--- config.mk ---
export PLATFORM = sky130hd
export DESIGN_NAME = id_ex_stage_reg
export DESIGN_NICKNAME = d
export VERILOG_FILES = /design/src/rtl/id_ex_stage_reg.sv
export SDC_FILE = /design/constraint.sdc
export NUM_CORES = 1
export LEC_CHECK = 0
export ABC_AREA = 1
export BUFFER_PORTS_ARGS = -buffer_cell sky130_fd_sc_hd__buf_2
export CORE_AREA = 2 2 143 145
export CTS_CLUSTER_DIAMETER = 50
export DETAILED_ROUTE_END_ITERATION = 10
export DIE_AREA = 0 0 145 147
export PLACE_DENSITY = 0.73
export SLEW_MARGIN = 30
export SYNTH_ARGS = -nofsm -noshare
export SYNTH_HDL_FRONTEND = slang
export SYNTH_SLANG_ARGS = --single-unit
export TNS_END_PERCENT = 10
--- constraint.sdc ---
create_clock -name clk -period 14.56 [get_ports clk]
set_input_delay 0.728 -clock clk [delete_from_list [all_inputs] [get_ports clk]]
set_output_delay 0.728 -clock clk [all_outputs]
set_load 0.02 [all_outputs]
--- src/rtl/id_ex_stage_reg.sv ---
// ID/EX pipeline register with load-use bubble insertion,
// redirect flush, downstream hold and a saturating bubble counter.
module id_ex_stage_reg #(
  parameter int XLEN = 32,
  parameter int CNTW = 32
) (
  input  logic            clk,
  input  logic            rst,
  input  logic            id_valid_i,
  input  logic [6:0]      id_opcode_i,
  input  logic [2:0]      id_func3_i,
  input  logic [4:0]      id_rs1_i,
  input  logic [4:0]      id_rs2_i,
  input  logic [4:0]      id_rd_i,
  input  logic [XLEN-1:0] id_pc_i,
  input  logic [XLEN-1:0] id_rs1_data_i,
  input  logic [XLEN-1:0] id_rs2_data_i,
  input  logic [XLEN-1:0] id_imm_i,
  input  logic [18:0]     id_ctrl_i,
  input  logic            flush_i,
  input  logic            hold_i,
  output logic            load_use_stall_o,
  output logic            ex_valid_o,
  output logic [18:0]     ex_ctrl_o,
  output logic [XLEN-1:0] ex_pc_o,
  output logic [XLEN-1:0] ex_rs1_data_o,
  output logic [XLEN-1:0] ex_rs2_data_o,
  output logic [XLEN-1:0] ex_imm_o,
  output logic [4:0]      ex_rs1_o,
  output logic [4:0]      ex_rs2_o,
  output logic [4:0]      ex_rd_o,
  output logic [CNTW-1:0] bubble_count_o
);

  localparam int MEMTOREG = 10;

  localparam logic [6:0] OP_LUI   = 7'b0110111;
  localparam logic [6:0] OP_AUIPC = 7'b0010111;
  localparam logic [6:0] OP_JAL   = 7'b1101111;
  localparam logic [6:0] OP_R     = 7'b0110011;
  localparam logic [6:0] OP_STORE = 7'b0100011;
  localparam logic [6:0] OP_BR    = 7'b1100011;

  typedef struct packed {
    logic            valid;
    logic [18:0]     ctrl;
    logic [XLEN-1:0] pc;
    logic [XLEN-1:0] rs1_data;
    logic [XLEN-1:0] rs2_data;
    logic [XLEN-1:0] imm;
    logic [4:0]      rs1;
    logic [4:0]      rs2;
    logic [4:0]      rd;
  } id_ex_t;

  id_ex_t          ex_d, ex_q;
  logic [CNTW-1:0] cnt_d, cnt_q;
  logic            uses_rs1, uses_rs2;
  logic            hit_rs1, hit_rs2;
  logic            stall;

  // func3 already travels inside the control bundle
  logic unused_func3;
  assign unused_func3 = ^id_func3_i;

  // Operand-use decode and load-use hazard detect
  always_comb begin
    uses_rs1 = !(id_opcode_i == OP_LUI ||
                 id_opcode_i == OP_AUIPC ||
                 id_opcode_i == OP_JAL);
    uses_rs2 = (id_opcode_i == OP_R ||
                id_opcode_i == OP_STORE ||
                id_opcode_i == OP_BR);
    hit_rs1  = uses_rs1 && (ex_q.rd == id_rs1_i);
    hit_rs2  = uses_rs2 && (ex_q.rd == id_rs2_i);
    stall    = id_valid_i && ex_q.valid &&
               ex_q.ctrl[MEMTOREG] &&
               (ex_q.rd != 5'd0) &&
               (hit_rs1 || hit_rs2) &&
               !flush_i && !hold_i;
  end

  // Next-state: flush > hold > bubble > capture
  always_comb begin
    ex_d  = ex_q;
    cnt_d = cnt_q;
    if (flush_i) begin
      ex_d = '0;
    end else if (hold_i) begin
      ex_d = ex_q;
    end else if (stall) begin
      ex_d = '0;
      if (!(&cnt_q)) cnt_d = cnt_q + 1'b1;
    end else begin
      ex_d.valid    = id_valid_i;
      ex_d.ctrl     = id_valid_i ? id_ctrl_i : '0;
      ex_d.pc       = id_pc_i;
      ex_d.rs1_data = id_rs1_data_i;
      ex_d.rs2_data = id_rs2_data_i;
      ex_d.imm      = id_imm_i;
      ex_d.rs1      = id_rs1_i;
      ex_d.rs2      = id_rs2_i;
      ex_d.rd       = id_rd_i;
    end
  end

  // State registers, cleared asynchronously
  always_ff @(posedge clk or posedge rst) begin
    if (rst) begin
      ex_q  <= '0;
      cnt_q <= '0;
    end else begin
      ex_q  <= ex_d;
      cnt_q <= cnt_d;
    end
  end

  assign load_use_stall_o = stall;
  assign ex_valid_o       = ex_q.valid;
  assign ex_ctrl_o        = ex_q.ctrl;
  assign ex_pc_o          = ex_q.pc;
  assign ex_rs1_data_o    = ex_q.rs1_data;
  assign ex_rs2_data_o    = ex_q.rs2_data;
  assign ex_imm_o         = ex_q.imm;
  assign ex_rs1_o         = ex_q.rs1;
  assign ex_rs2_o         = ex_q.rs2;
  assign ex_rd_o          = ex_q.rd;
  assign bubble_count_o   = cnt_q;

endmodule

# ---- Yosys cells after proc, flatten, opt, wreduce, memory -nomap -nowiden
# Cells that the tools add are included.
dict set report op_classes {
  bitwise_logic 3
  n_eq_ne 9
  mux 4
  n_reduce_logical 19
  addsub 1
}
# operator n
set op_table {}
lappend op_table {{2-to-1 mux 163 bit} 3}
lappend op_table {{adder 32 x 1 -> 32 bit, second input constant} 1}
lappend op_table {{AND reduction 32 bit} 1}
lappend op_table {{equality test 7 x 6 -> 1 bit, second input constant} 3}
lappend op_table {{2-to-1 mux 19 bit} 1}
lappend op_table {{equality test 7 bit, second input constant} 2}
lappend op_table {{equality test 5 bit} 2}
lappend op_table {{logical AND 1 bit} 8}
lappend op_table {{equality test 7 x 5 -> 1 bit, second input constant} 1}
lappend op_table {{logical OR 1 bit} 5}
lappend op_table {{nonzero test 5 bit} 1}
lappend op_table {{AND reduction 4 bit} 1}
lappend op_table {{logical NOT 1 bit} 3}
lappend op_table {{inverter 1 bit} 3}
lappend op_table {{inequality test 2 bit, second input constant} 1}
dict set report word_totals {
  input_bits 177
  regBits 195
  elab_cells 46
}

# ---- Longest topological paths before layout
# Gate-level depths: netlist (run 1).
dict set report logic_depth {
  ltp_word 12
  ltp_mapped 14
  ltp_nobuf 12
}

# ---- Worst setup path before layout (run 1)
# No wires, ideal clock.
dict set report synth_timing {
  path_kind {input-to-output}
  startpoint {in hold_i}
  endpoint {out load_use_stall_o}
  required_time_ns 13.832
  path_stages 8
  arrival_time_ns 1.703
  setup_slack_ns 12.129
  cell_sequence {buf_2 nor3_1 nand3_1 inv_2 nand2_4 buf_6 buf_6 inv_2}
}
dict set report synth_between {
  elab_chain_cells 2
}
# element line_no
set synth_lines {}
lappend synth_lines {{start: declaration} 21} ;# input logic hold_i,
lappend synth_lines {{logical NOT 1 bit} 80} ;# !flush_i && !hold_i;
lappend synth_lines {{logical AND 1 bit} 80}
lappend synth_lines {{end: declaration} 22} ;# output logic load_use_stall_o,
# No other way between the ends.

# ---- Final worst setup path (run 1)
dict set report layout_timing {
  startpoint {reg ex_q, in the netlist ex_rd_o[2]}
  endpoint {reg ex_q, in the netlist ex_ctrl_o[13]}
}
dict set report layout_between {
  elab_chain_cells 9
  elab_cells_between_ends 13
  cone_classes {eq/ne: 2; mux: 3; reduce/logical: 8}
}
# element line_no
set layout_lines {}
lappend layout_lines {{start: declaration} 56} ;# id_ex_t ex_d, ex_q;
lappend layout_lines {{start signal: assignment} 110} ;# ex_q <= '0;
lappend layout_lines {{start signal: assignment} 113} ;# ex_q <= ex_d;
lappend layout_lines {{equality test 5 bit (on tied branches)} {74, 75}}
lappend layout_lines {{logical AND 1 bit (on tied branches)} {74, 75}}
lappend layout_lines {{logical OR 1 bit} 79} ;# (hit_rs1 || hit_rs2) &&
lappend layout_lines {{logical AND 1 bit *} 78} ;# (ex_q.rd != 5'd0) &&
lappend layout_lines {{logical AND 1 bit *} 79}
lappend layout_lines {{logical AND 1 bit *} 80}
lappend layout_lines {{2-to-1 mux 163 bit *} 91} ;# end else if (stall) begin
lappend layout_lines {{2-to-1 mux 163 bit *} 89} ;# end else if (hold_i) begin
lappend layout_lines {{2-to-1 mux 163 bit *} 87} ;# if (flush_i) begin
# Mark *: on every way between the ends. The rest lies on a longest branch, timed or not. The select of a mux whose other input is x is not followed.
# A chain may end at the register's enable or synchronous reset.

==> out/summary.txt, run 1 <==
Critical path's slowest cell - buf_6
Crit Path Class - reg2reg
Final net count - 1548
GRT Resource Usage Total - 0.265
Final Hold Fails - 0
Number of synthesized flops with an enable pin - 0
Critical path origin - ex_rd_o[2]
Starting density of the core - 0.453
Hpwl dp - 19700 µm
R2r setup slk - 11.41 ns
Vias in the first global route - 8169
Avg Inst Size Synth - 8.58 µm²
IO buf count - 369
Ys async rst share - 1.00
Clk pin slew, worst setup/hold paths - 0.08 ns
Util after Layout - 0.580
# Max-Cap Violations - 0
Vias per std cell - 5.31
Antenna Nets Post-Route - 0
IO Pins - 373
Depth of the worst register-to-register path - 8
Via count - 8833
Clk sink count - 195
FP Rows - 52
Initial DRC Count - 647
Crit path required time - 14.89 ns
Flop and latch count out of synthesis - 195
Gpl congestion - 0.841
Synth unique cells - 30
LEAKAGE - 6.58 nW
Final setup viols - 0
GRT overflow - 0
Largest net degree at the start of global routing - 124
Post-Syn Area - 8990 µm²
Drt wl/cell - 17.3 µm
Slew HR - 0.339
YS warnings - 0
Setup Buffers After CTS - 0
Die width - 145 µm
Gate Count Post-Synth - 1048
Initial antenna violation count - 14
Placed insts - 1620
Final period util - 0.216
Worst Setup End Kind - flop
Chip Height - 147 µm
Routed wire length - 28800 µm
Critical Path AT - 3.48 ns
CTS Root Cell - clkbuf_16
Drt pass-1 iters - 6
Class of the worst hold path - in2async
Setup Skew - 0.0179 ns
Minimum clock period - 3.15 ns
Area growth syn-to-layout - 28.1%
Critical path's top delay family - simple AND/OR/NAND/NOR gates
Max Transition Viols Final - 0
Register area share after synthesis - 0.543
Least-Margin Pin Slew - 0.992 ns
Post-cts sizing count - 0
Final worst slack - 11.41 ns
R2R Path End - ex_ctrl_o[13]
Setup_tns - 0 ns
RSZ-0062 raised after global routing - no
Fmax - 318 MHz
Max stage delay on crit path - 0.63 ns
Drc violations - 0
CP Buf/Inv Count - 2
CP dominant cell by count - nand3_1
TritonCTS buffer count - 17
Post-CTS Hold Fix Bufs - 0
Crit-path cells - nor3_1 -> nand3_1 -> nand3_1 -> inv_2 -> nand2_4 -> buf_6 -> nand2_1 -> o21ai_0
Worst setup SP type - flop
Clk_lat worst skew - 0.43 ns
Core area - 19800 µm²
Critical R2R Launch - ex_rd_o[2]
CTS tree - yes
Buffer levels on the longest clock path - 2
Die ar. - 21300 µm²
Crit path max fanout - 93
Syn Nets - 1226
Depth of the CTS H-tree - 4
Pre-CTS WS - 10.96 ns
Status - finished clean
Peak supply drop - 71.0 µV
Most frequent cells in the layout - buf_2 (368), nand3_1 (297), nand2_1 (290)
Most common cell after layout, fill and taps aside - buf_2
Layout filler cell count - 1815
First-pass GRT wire length - 44900 µm
Ys flop type - dfrtp_1
Share of cells above drive strength 1 - 0.323
Finished Layout Cells - 1664
Power per standard cell area - 105 nW/µm²
[flip-flops by register name (all words and copies together) (netlist names)]
register / count
ex_rd_o: 5
ex_rs1_data_o: 32
ex_rs2_data_o: 32
ex_rs1_o: 5
ex_valid_o: 1
ex_pc_o: 32
bubble_count_o: 32
ex_imm_o: 32
ex_ctrl_o: 19
ex_rs2_o: 5
[Yosys cell counts (3+ instances only)]
master | instances | area [µm²]
buf_1 | 6 | 22.5
buf_6 | 10 | 113
nor2_2 | 3 | 18.8
dfrtp_1 | 195 | 4880
inv_1 | 44 | 165
xor2_1 | 3 | 26.3
nor2_4 | 3 | 33.8
nor2_1 | 29 | 109
o21ai_1 | 3 | 15.0
nand4_1 | 11 | 68.8
clkbuf_1 | 42 | 158
nand2_1 | 290 | 1090
o21ai_0 | 21 | 105
nand3_1 | 297 | 1490
inv_2 | 3 | 11.3
nor3_1 | 12 | 60.1
nand3_2 | 24 | 240
xnor2_1 | 5 | 43.8
nand3b_1 | 21 | 158
buf_2 | 12 | 60.1
[cells by family (layout without fill, tap and decap cells)]
family                     Yosys count  in the layout  share of synthesized area
adders and majority gates            1              1                    0.00139
AOI/OAI and AO/OA                   26             26                     0.0148
and+or+nand+nor                    695            695                      0.368
other                                0             12                          0
DFF                                195            195                      0.543
buffers and inverters              122            456                     0.0636
xor gates and xnor gates             9              9                    0.00961
[cell type report]
cell class	instances	area [µm²]	share of cell area
antenna	12	30.0	0.00261
inverter	49	194	0.0168
multi-input combinational	731	3540	0.308
clock inverter	14	165	0.0143
sequential	195	4880	0.424
tap	270	338	0.0293
clock buffer	17	425	0.0369
timing repair buffer	376	1940	0.168
[worst reg2reg max path, cell delays in order, from the launching register on]
cell and delay [ns]:
dfrtp_1 0.47, nor3_1 0.23, nand3_1 0.11, nand3_1 0.10
inv_2 0.09, nand2_4 0.48, buf_6 0.64, nand2_1 0.61
o21ai_0 0.33
[metal layers]
| metal | part of all wire | track usage |
|---|---|---|
| met5 | 0.00087 | 0 |
| met2 | 0.50 | 0.433 |
| met4 | 0.030 | 0.120 |
| met1 | 0.41 | 0.346 |
| met3 | 0.064 | 0.0491 |
[metrics by stage]
step	instance area [µm²]	hold WS [ns]	power, mW
finish	11500	0.448	1.21
floorplan	8990	0.602	0.677
detailed placement	10900	0.488	0.747
global placement	10900	0.484	0.745
CTS	11400	0.501	1.22
global route	11500	0.511	1.26
[worst max-delay path by stage]
stage	end	depth (start not counted)
6_report	ex_ctrl_o[13]	8
3_5_place_dp	ex_ctrl_o[13]	11
2_1_floorplan	bubble_count_o[0]	1
5_1_grt	ex_ctrl_o[4]	8
4_1_cts	ex_ctrl_o[13]	8
3_3_place_gp	ex_ctrl_o[14]	11
[power breakdown]
part | leakage (nW) | switching, mW | internal [mW]
clock | 0.279 | 0.229 | 0.244
combinational | 3.71 | 0.106 | 0.0526
sequential | 2.59 | 0.0136 | 0.566
total | 6.58 | 0.348 | 0.863
Note: power is estimated with default switching activity, not from simulation.
==> run 2, diff against run 1 <==
--- a/config.mk
+++ b/config.mk
@@ -5,13 +5,13 @@
 export SDC_FILE = /design/constraint.sdc
 export NUM_CORES = 1
 export LEC_CHECK = 0
-export ABC_AREA = 1
+export ABC_AREA = 0
 export BUFFER_PORTS_ARGS = -buffer_cell sky130_fd_sc_hd__buf_2
 export CORE_AREA = 2 2 143 145
 export CTS_CLUSTER_DIAMETER = 50
 export DETAILED_ROUTE_END_ITERATION = 10
 export DIE_AREA = 0 0 145 147
-export PLACE_DENSITY = 0.73
+export PLACE_DENSITY = 0.65
 export SLEW_MARGIN = 30
 export SYNTH_ARGS = -nofsm -noshare
 export SYNTH_HDL_FRONTEND = slang
==> constraint.sdc (replaced) <==
create_clock -name clk -period 3.3 [get_ports clk]
set_input_delay 0.165 -clock clk [delete_from_list [all_inputs] [get_ports clk]]
set_output_delay 0.165 -clock clk [all_outputs]
set_load 0.02 [all_outputs]
==> run 2 against run 1 <==
- clock-buffer cell count is 2 higher
- register-to-register slack worse by 11 ns
- critical endpoint is now ex_imm_o[3]
- global-route usage is 4.6 points lower
- critical path type unchanged
- via count is 25% lower
- synthesized cell count is 49% lower
- largest cell class unchanged
==> out/summary.txt, run 2 <==
Largest net degree at the start of global routing - 89 (-28%)
Die width - 145 µm (unchanged)
Final setup viols - 0 (unchanged)
Antenna fix cells - 0 (-12)
Most frequent cell after synthesis - dfrtp_1
CTS Root Cell - clkbuf_16
# Max-Cap Violations - 0 (unchanged)
GRT Resource Usage Total - 0.219 (-0.0459)
RSZ-0062 raised after global routing - no
Worst Setup End Kind - flop
Slew HR - 0.376 (+0.0369)
Depth of the CTS H-tree - 4 (unchanged)
Placed insts - 1146 (-29%)
GRT overflow - 0 (unchanged)
IO buf count - 369 (unchanged)
LEAKAGE - 6.35 nW (-3.5%)
Area growth syn-to-layout - 58.2%
Area contributors post-synth - dfrtp_1 (65%), a22o_1 (19%), xnor2_1 (3.4%), xor2_1 (1.3%), and3_1 (1.3%)
Clk pin slew, worst setup/hold paths - 0.08 ns (about the same)
Drc violations - 0 (unchanged)
Drt pass-1 iters - 4 (-2)
Post-synth top area share - 0.651 (+0.108)
Most common cell after layout, fill and taps aside - buf_2
Number of synthesized flops with an enable pin - 0 (unchanged)
Synth top cells by count - dfrtp_1 (195), a22o_1 (162), xnor2_1 (29)
Final net count - 1235 (-20%)
Drt wl/cell - 17.6 µm (+1.6%)
Class of the worst hold path - in2reg
First-pass GRT wire length - 37300 µm (-17%)
Chip Height - 147 µm (unchanged)
FP Rows - 52 (unchanged)
Share of cells above drive strength 1 - 0.395 (+0.0719)
Syn Nets - 713 (-42%)
Total power - 5.47 mW (+350%)
TritonCTS buffer count - 17 (unchanged)
Most frequent cells in the layout - buf_2 (369), dfrtp_1 (195), a22o_1 (162)
IO Pins - 373 (unchanged)
Via count - 6630 (-25%)
Finished Layout Cells - 1340 (-19%)
Clk sink count - 195 (unchanged)
Setup Skew - 0.0109 ns (-0.00703 ns)
Gate Count Post-Synth - 535 (-49%)
Hold_ws - 0.0417 ns (-0.406 ns)
Vias in the first global route - 6782 (-17%)
Power per standard cell area - 461 nW/µm² (+340%)
Crit path max fanout - 47 (-49%)
Max Transition Viols Final - 0 (unchanged)
Power share of the combinational group - 0.145 (+0.014)
CTS tree - yes
Least-Margin Pin Slew - 0.936 ns (-0.0553 ns)
Final period util - 0.771 (+0.554)
Status - finished clean
Post-CTS Hold Fix Bufs - 161 (+161)
Cell accounting for the most synthesized area - dfrtp_1
Internal power - 4.00 mW (+360%)
Fmax - 393 MHz (+24%)
Die ar. - 21300 µm² (unchanged)
Sw Ratio - 0.269 (-0.0181)
Crit path required time - 3.65 ns (-11.24 ns)
Setup_tns - 0 ns (unchanged)
Setup Buffers After CTS - 0 (unchanged)
Register area share after synthesis - 0.651 (+0.108)
Clock network fraction of total power - 0.388 (-0.003)
Critical Path AT - 2.89 ns (-0.59 ns)
Sw power - 1.47 mW (+320%)
Flop and latch count out of synthesis - 195 (unchanged)
Synth unique cells - 37 (+23%)
Core area - 19800 µm² (unchanged)
Vias per std cell - 4.95 (-6.8%)
Ys async rst share - 1.00 (unchanged)
Hpwl dp - 15000 µm (-24%)
Crit Path Class - reg2reg
Ys flop type - dfrtp_1
YS warnings - 0 (unchanged)
Clk_lat worst skew - 0.42 ns (about the same)
Starting density of the core - 0.378 (-0.0752)
Peak supply drop - 304 µV (+330%)
Buffer levels on the longest clock path - 2 (unchanged)
Antenna Nets Post-Route - 0 (unchanged)
Minimum clock period - 2.54 ns (-0.607 ns)
Post-Syn Area - 7500 µm² (-17%)
Worst setup SP type - flop
Flop pwr share - 0.468 (-0.010)
Avg Inst Size Synth - 14.0 µm² (+63%)
Post-cts sizing count - 0 (unchanged)
Initial antenna violation count - 0 (-14)
Gpl congestion - 0.781 (-7.1%)
Final Hold Fails - 0 (unchanged)
Initial DRC Count - 363 (-44%)
Routed wire length - 23600 µm (-18%)
run 2: cell count changes in the layout (fill, tap and decap cells not counted), sizes merged, moves of 15 or more:
cell	previous run	this run
o21ai	24	0
a22o	0	162
nor2	35	7
xnor2	5	30
inv	54	8
dlygate4sd3	0	161
nand2	293	14
and3	0	15
nand3b	21	0
nand3	321	15
run 2: final cells by class:
type / count / area (µm²)
inverters: 1 / 7.51
multi-input cells: 300 / 2410
flip-flops and latches: 195 / 4880
repair buffers: 542 / 3610
well taps: 270 / 338
clock inverters: 13 / 158
clock buffers: 19 / 453
fillers: 1549 / 7990
run 2: per-stage QoR:
stage | utilization | area (µm²) | setup slack (ns)
after floorplan | - | 7500 | 0.617
after global placement | 0.484 | 9610 | 0.790
after detailed placement | 0.484 | 9610 | 0.757
after CTS | 0.596 | 11800 | 0.754
after global routing | 0.597 | 11900 | 0.602
final | 0.597 | 11900 | 0.757
run 2: power groups by stage:
stage          registers (mW)  clock network (mW)  logic [mW]
2_1_floorplan            2.74                   0       0.207
3_5_place_dp             2.60                   0       0.631
4_1_cts                  2.55                2.18       0.787
6_report                 2.56                2.12       0.791
5_1_grt                  2.57                2.30       0.844
3_3_place_gp             2.60                   0       0.627
run 2: metal layers:
metal	vias up	track usage	wire length, µm	part of all wire
li1	3085	-	-	-
met1	3231	0.289	10100	0.43
met2	269	0.356	11400	0.49
met3	45	0.0528	1460	0.062
met4	0	0.0748	596	0.025
met5	-	0	0	0
run 2: kinds of logic after synthesis:
kind of cell	count (synthesis)	synth area share
DFF	195	0.651
and+or+nand+nor	88	0.0701
muxes	1	0.00150
AOI/OAI and AO/OA	169	0.198
adders and majority gates	1	0.00167
xor gates and xnor gates	41	0.0489
buffers and inverters	40	0.0285
run 2: path summary, 6_finish.rpt:
check	to	slack, ns	start	cells after the start
max in group asynchronous	ex_pc_o[8]	2.17	rst	5
worst min-delay path	ex_rs1_o[1]	0.04	id_rs1_i[1]	2
min in group asynchronous	ex_ctrl_o[9]	0.31	rst	3
worst max register to register	ex_imm_o[3]	0.76	ex_rd_o[0]	6
worst min register to register	bubble_count_o[16]	0.49	bubble_count_o[16]	1
worst max-delay path	ex_imm_o[3]	0.76	ex_rd_o[0]	6
run 2: worst max-delay path, stage by stage (launching register included):
cell	delay (ns)
dfrtp_1	0.45
or4_1	0.56
o211ai_2	0.24
nand4b_1	0.20
and3_4	0.30
buf_4	0.47
a22o_1	0.23
==> run 3, diff against run 2 <==
==> constraint.sdc (replaced) <==
create_clock -name clk -period 2.38 [get_ports clk]
set_input_delay 0.119 -clock clk [delete_from_list [all_inputs] [get_ports clk]]
set_output_delay 0.119 -clock clk [all_outputs]
set_load 0.02 [all_outputs]
==> run 3 against run 2 <==
- combinational power increased by 42%
- register-to-register slack got worse by 0.62 ns
- flip-flop and latch count unchanged
- sequential power rose by 39%
- power increased by 40%
- cell area rose by 1.3%
- largest cell class unchanged
- routed wire length rose by 2.0%
- sequential share of layout area decreased by 0.53 points
- global-route usage up 0.62 points
- die area unchanged
- non-clock buffer count up 10
- worst hold slack better by 0.20 ns
==> out/summary.txt, run 3 (same netlist as run 2, synthesis figures left out) <==
Drc violations - 0 (unchanged)
GRT Resource Usage Total - 0.225 (+0.00624)
Power per standard cell area - 638 nW/µm² (+38%)
Final setup viols - 0 (unchanged)
LEAKAGE - 6.43 nW (+1.2%)
Class of the worst hold path - in2reg
Clk sink count - 195 (unchanged)
Least-Margin Pin Slew - 0.552 ns (-0.384 ns)
Clk pin slew, worst setup/hold paths - 0.07 ns (about the same)
Buffer levels on the longest clock path - 2 (unchanged)
CTS Root Cell - clkbuf_16
Core area - 19800 µm² (unchanged)
Critical Path AT - 2.14 ns (-0.75 ns)
Largest net degree at the start of global routing - 98 (+10%)
Critical Path End - load_use_stall_o
Gpl congestion - 0.793 (+1.5%)
Fmax - 443 MHz
Clk_lat worst skew - 0.43 ns (about the same)
Max Transition Viols Final - 0 (unchanged)
Final period util - 0.948
Depth of the worst register-to-register path - 6 (unchanged)
Hpwl dp - 15100 µm (+0.93%)
Share of cells above drive strength 1 - 0.403 (+0.00782)
Crit path required time - 2.26 ns (-1.39 ns)
Vias per std cell - 4.98 (+0.67%)
Reg area - 4880 µm² (about the same)
FP Rows - 52 (unchanged)
Drt pass-1 iters - 6 (+2)
Final Hold Fails - 0 (unchanged)
R2R Path End - bubble_count_o[1]
GRT overflow - 0 (unchanged)
Peak supply drop - 473 µV (+56%)
Antenna fix cells - 0 (unchanged)
Pre-CTS WS - 0.0721 ns (-0.685 ns)
R2r setup slk - 0.14 ns (-0.62 ns)
Setup_tns - 0 ns (unchanged)
Critical path origin - ex_rd_o[3]
Die width - 145 µm (unchanged)
Die ar. - 21300 µm² (unchanged)
Status - finished clean
Chip Height - 147 µm (unchanged)
Critical R2R Launch - ex_rd_o[3]
Crit path max fanout - 3 (-94%)
Most frequent cells in the layout - buf_2 (369), dfrtp_1 (194), dlygate4sd3_1 (163)
First-pass GRT wire length - 38300 µm (+2.6%)
Antenna Nets Post-Route - 0 (unchanged)
Worst Setup End Kind - output pin
Slew HR - 0.631 (+0.255)
Routed wire length - 24000 µm (+2.0%)
# Max-Cap Violations - 0 (unchanged)
Layout filler cell count - 1564 (+0.97%)
Vias in the first global route - 7036 (+3.7%)
Initial antenna violation count - 0 (unchanged)
RSZ-0062 raised after global routing - yes
Most common cell after layout, fill and taps aside - buf_2
TritonCTS buffer count - 17 (unchanged)
Total power - 7.67 mW (+40%)
Via count - 6719 (+1.3%)
Initial DRC Count - 269 (-26%)
Placed Area - 9710 µm² (+1.1%)
CTS tree - yes
Setup Buffers After CTS - 0 (unchanged)
IO Pins - 373 (unchanged)
Area taken by multi-input logic gates - 2460 µm² (+1.7%)
Starting density of the core - 0.378 (unchanged)
Finished Cell Area - 12000 µm² (+1.3%)
Final worst slack - 0.124 ns (-0.634 ns)
Final net count - 1245 (+0.81%)
IO buf count - 369 (unchanged)
Area growth syn-to-layout - 60.3%
Crit Path Class - reg2out
Depth of the CTS H-tree - 4 (unchanged)
Drt wl/cell - 17.8 µm (+1.4%)
Worst setup SP type - flop
Setup Skew - 0.0133 ns (+0.00236 ns)
Minimum clock period - 2.26 ns
## run 3: cell type report
cell class                      count  share of cell area
Clock inverter                     14              0.0160
Inverter                            1            0.000625
Multi-Input combinational cell    300               0.204
Sequential cell                   195               0.406
Timing Repair Buffer              552               0.309
Tap cell                          270              0.0281
Clock buffer                       17              0.0354
## run 3: worst min path at each step
stage                 start            to  slack [ns]  depth (start not counted)
5_1_grt          id_valid_i    ex_valid_o        0.28                          4
4_1_cts          id_valid_i    ex_valid_o        0.28                          4
2_1_floorplan  id_ctrl_i[0]  ex_ctrl_o[0]        0.25                          1
3_3_place_gp            rst  ex_ctrl_o[0]        0.20                          2
6_report         id_valid_i    ex_valid_o        0.24                          4
3_5_place_dp            rst  ex_ctrl_o[0]        0.21                          2
## run 3: where the power goes
group | switching, mW | internal (mW)
clock network | 1.39 | 1.61
registers | 0.0879 | 3.46
logic | 0.587 | 0.533
## run 3: worst max-delay path: stages (launching register included)
cell and delay (ns):
dfrtp_1 0.43, xnor2_2 0.19, nand3_1 0.12, or4_4 0.55, a21oi_1 0.22, buf_2 0.21
## run 3: through the flow
stage	instances	utilization	hold slack [ns]
3_3_place_gp	1155	0.489	0.204
3_5_place_dp	1155	0.489	0.211
2_1_floorplan	535	-	0.252
6_report	1349	0.605	0.245
5_1_grt	1349	0.605	0.280
4_1_cts	1349	0.603	0.278
## run 3: timing repair
action / 4_1_cts / 5_1_grt
endpoints found under the setup margin: 0 / 83
gates resized for setup: 0 / 9
hold endpoints to repair: 181 / 0
hold buffers: 163 / 0
## run 3: routing by layer
layer / part of all wire / GRT usage / wire length, µm / vias up
met1: 0.43 / 0.291 / 10200 / 3299
met4: 0.028 / 0.0916 / 671 / 0
met5: 0 / 0 / 0 / -
met3: 0.053 / 0.0531 / 1280 / 46
met2: 0.49 / 0.368 / 11800 / 272
li1: - / - / - / 3102
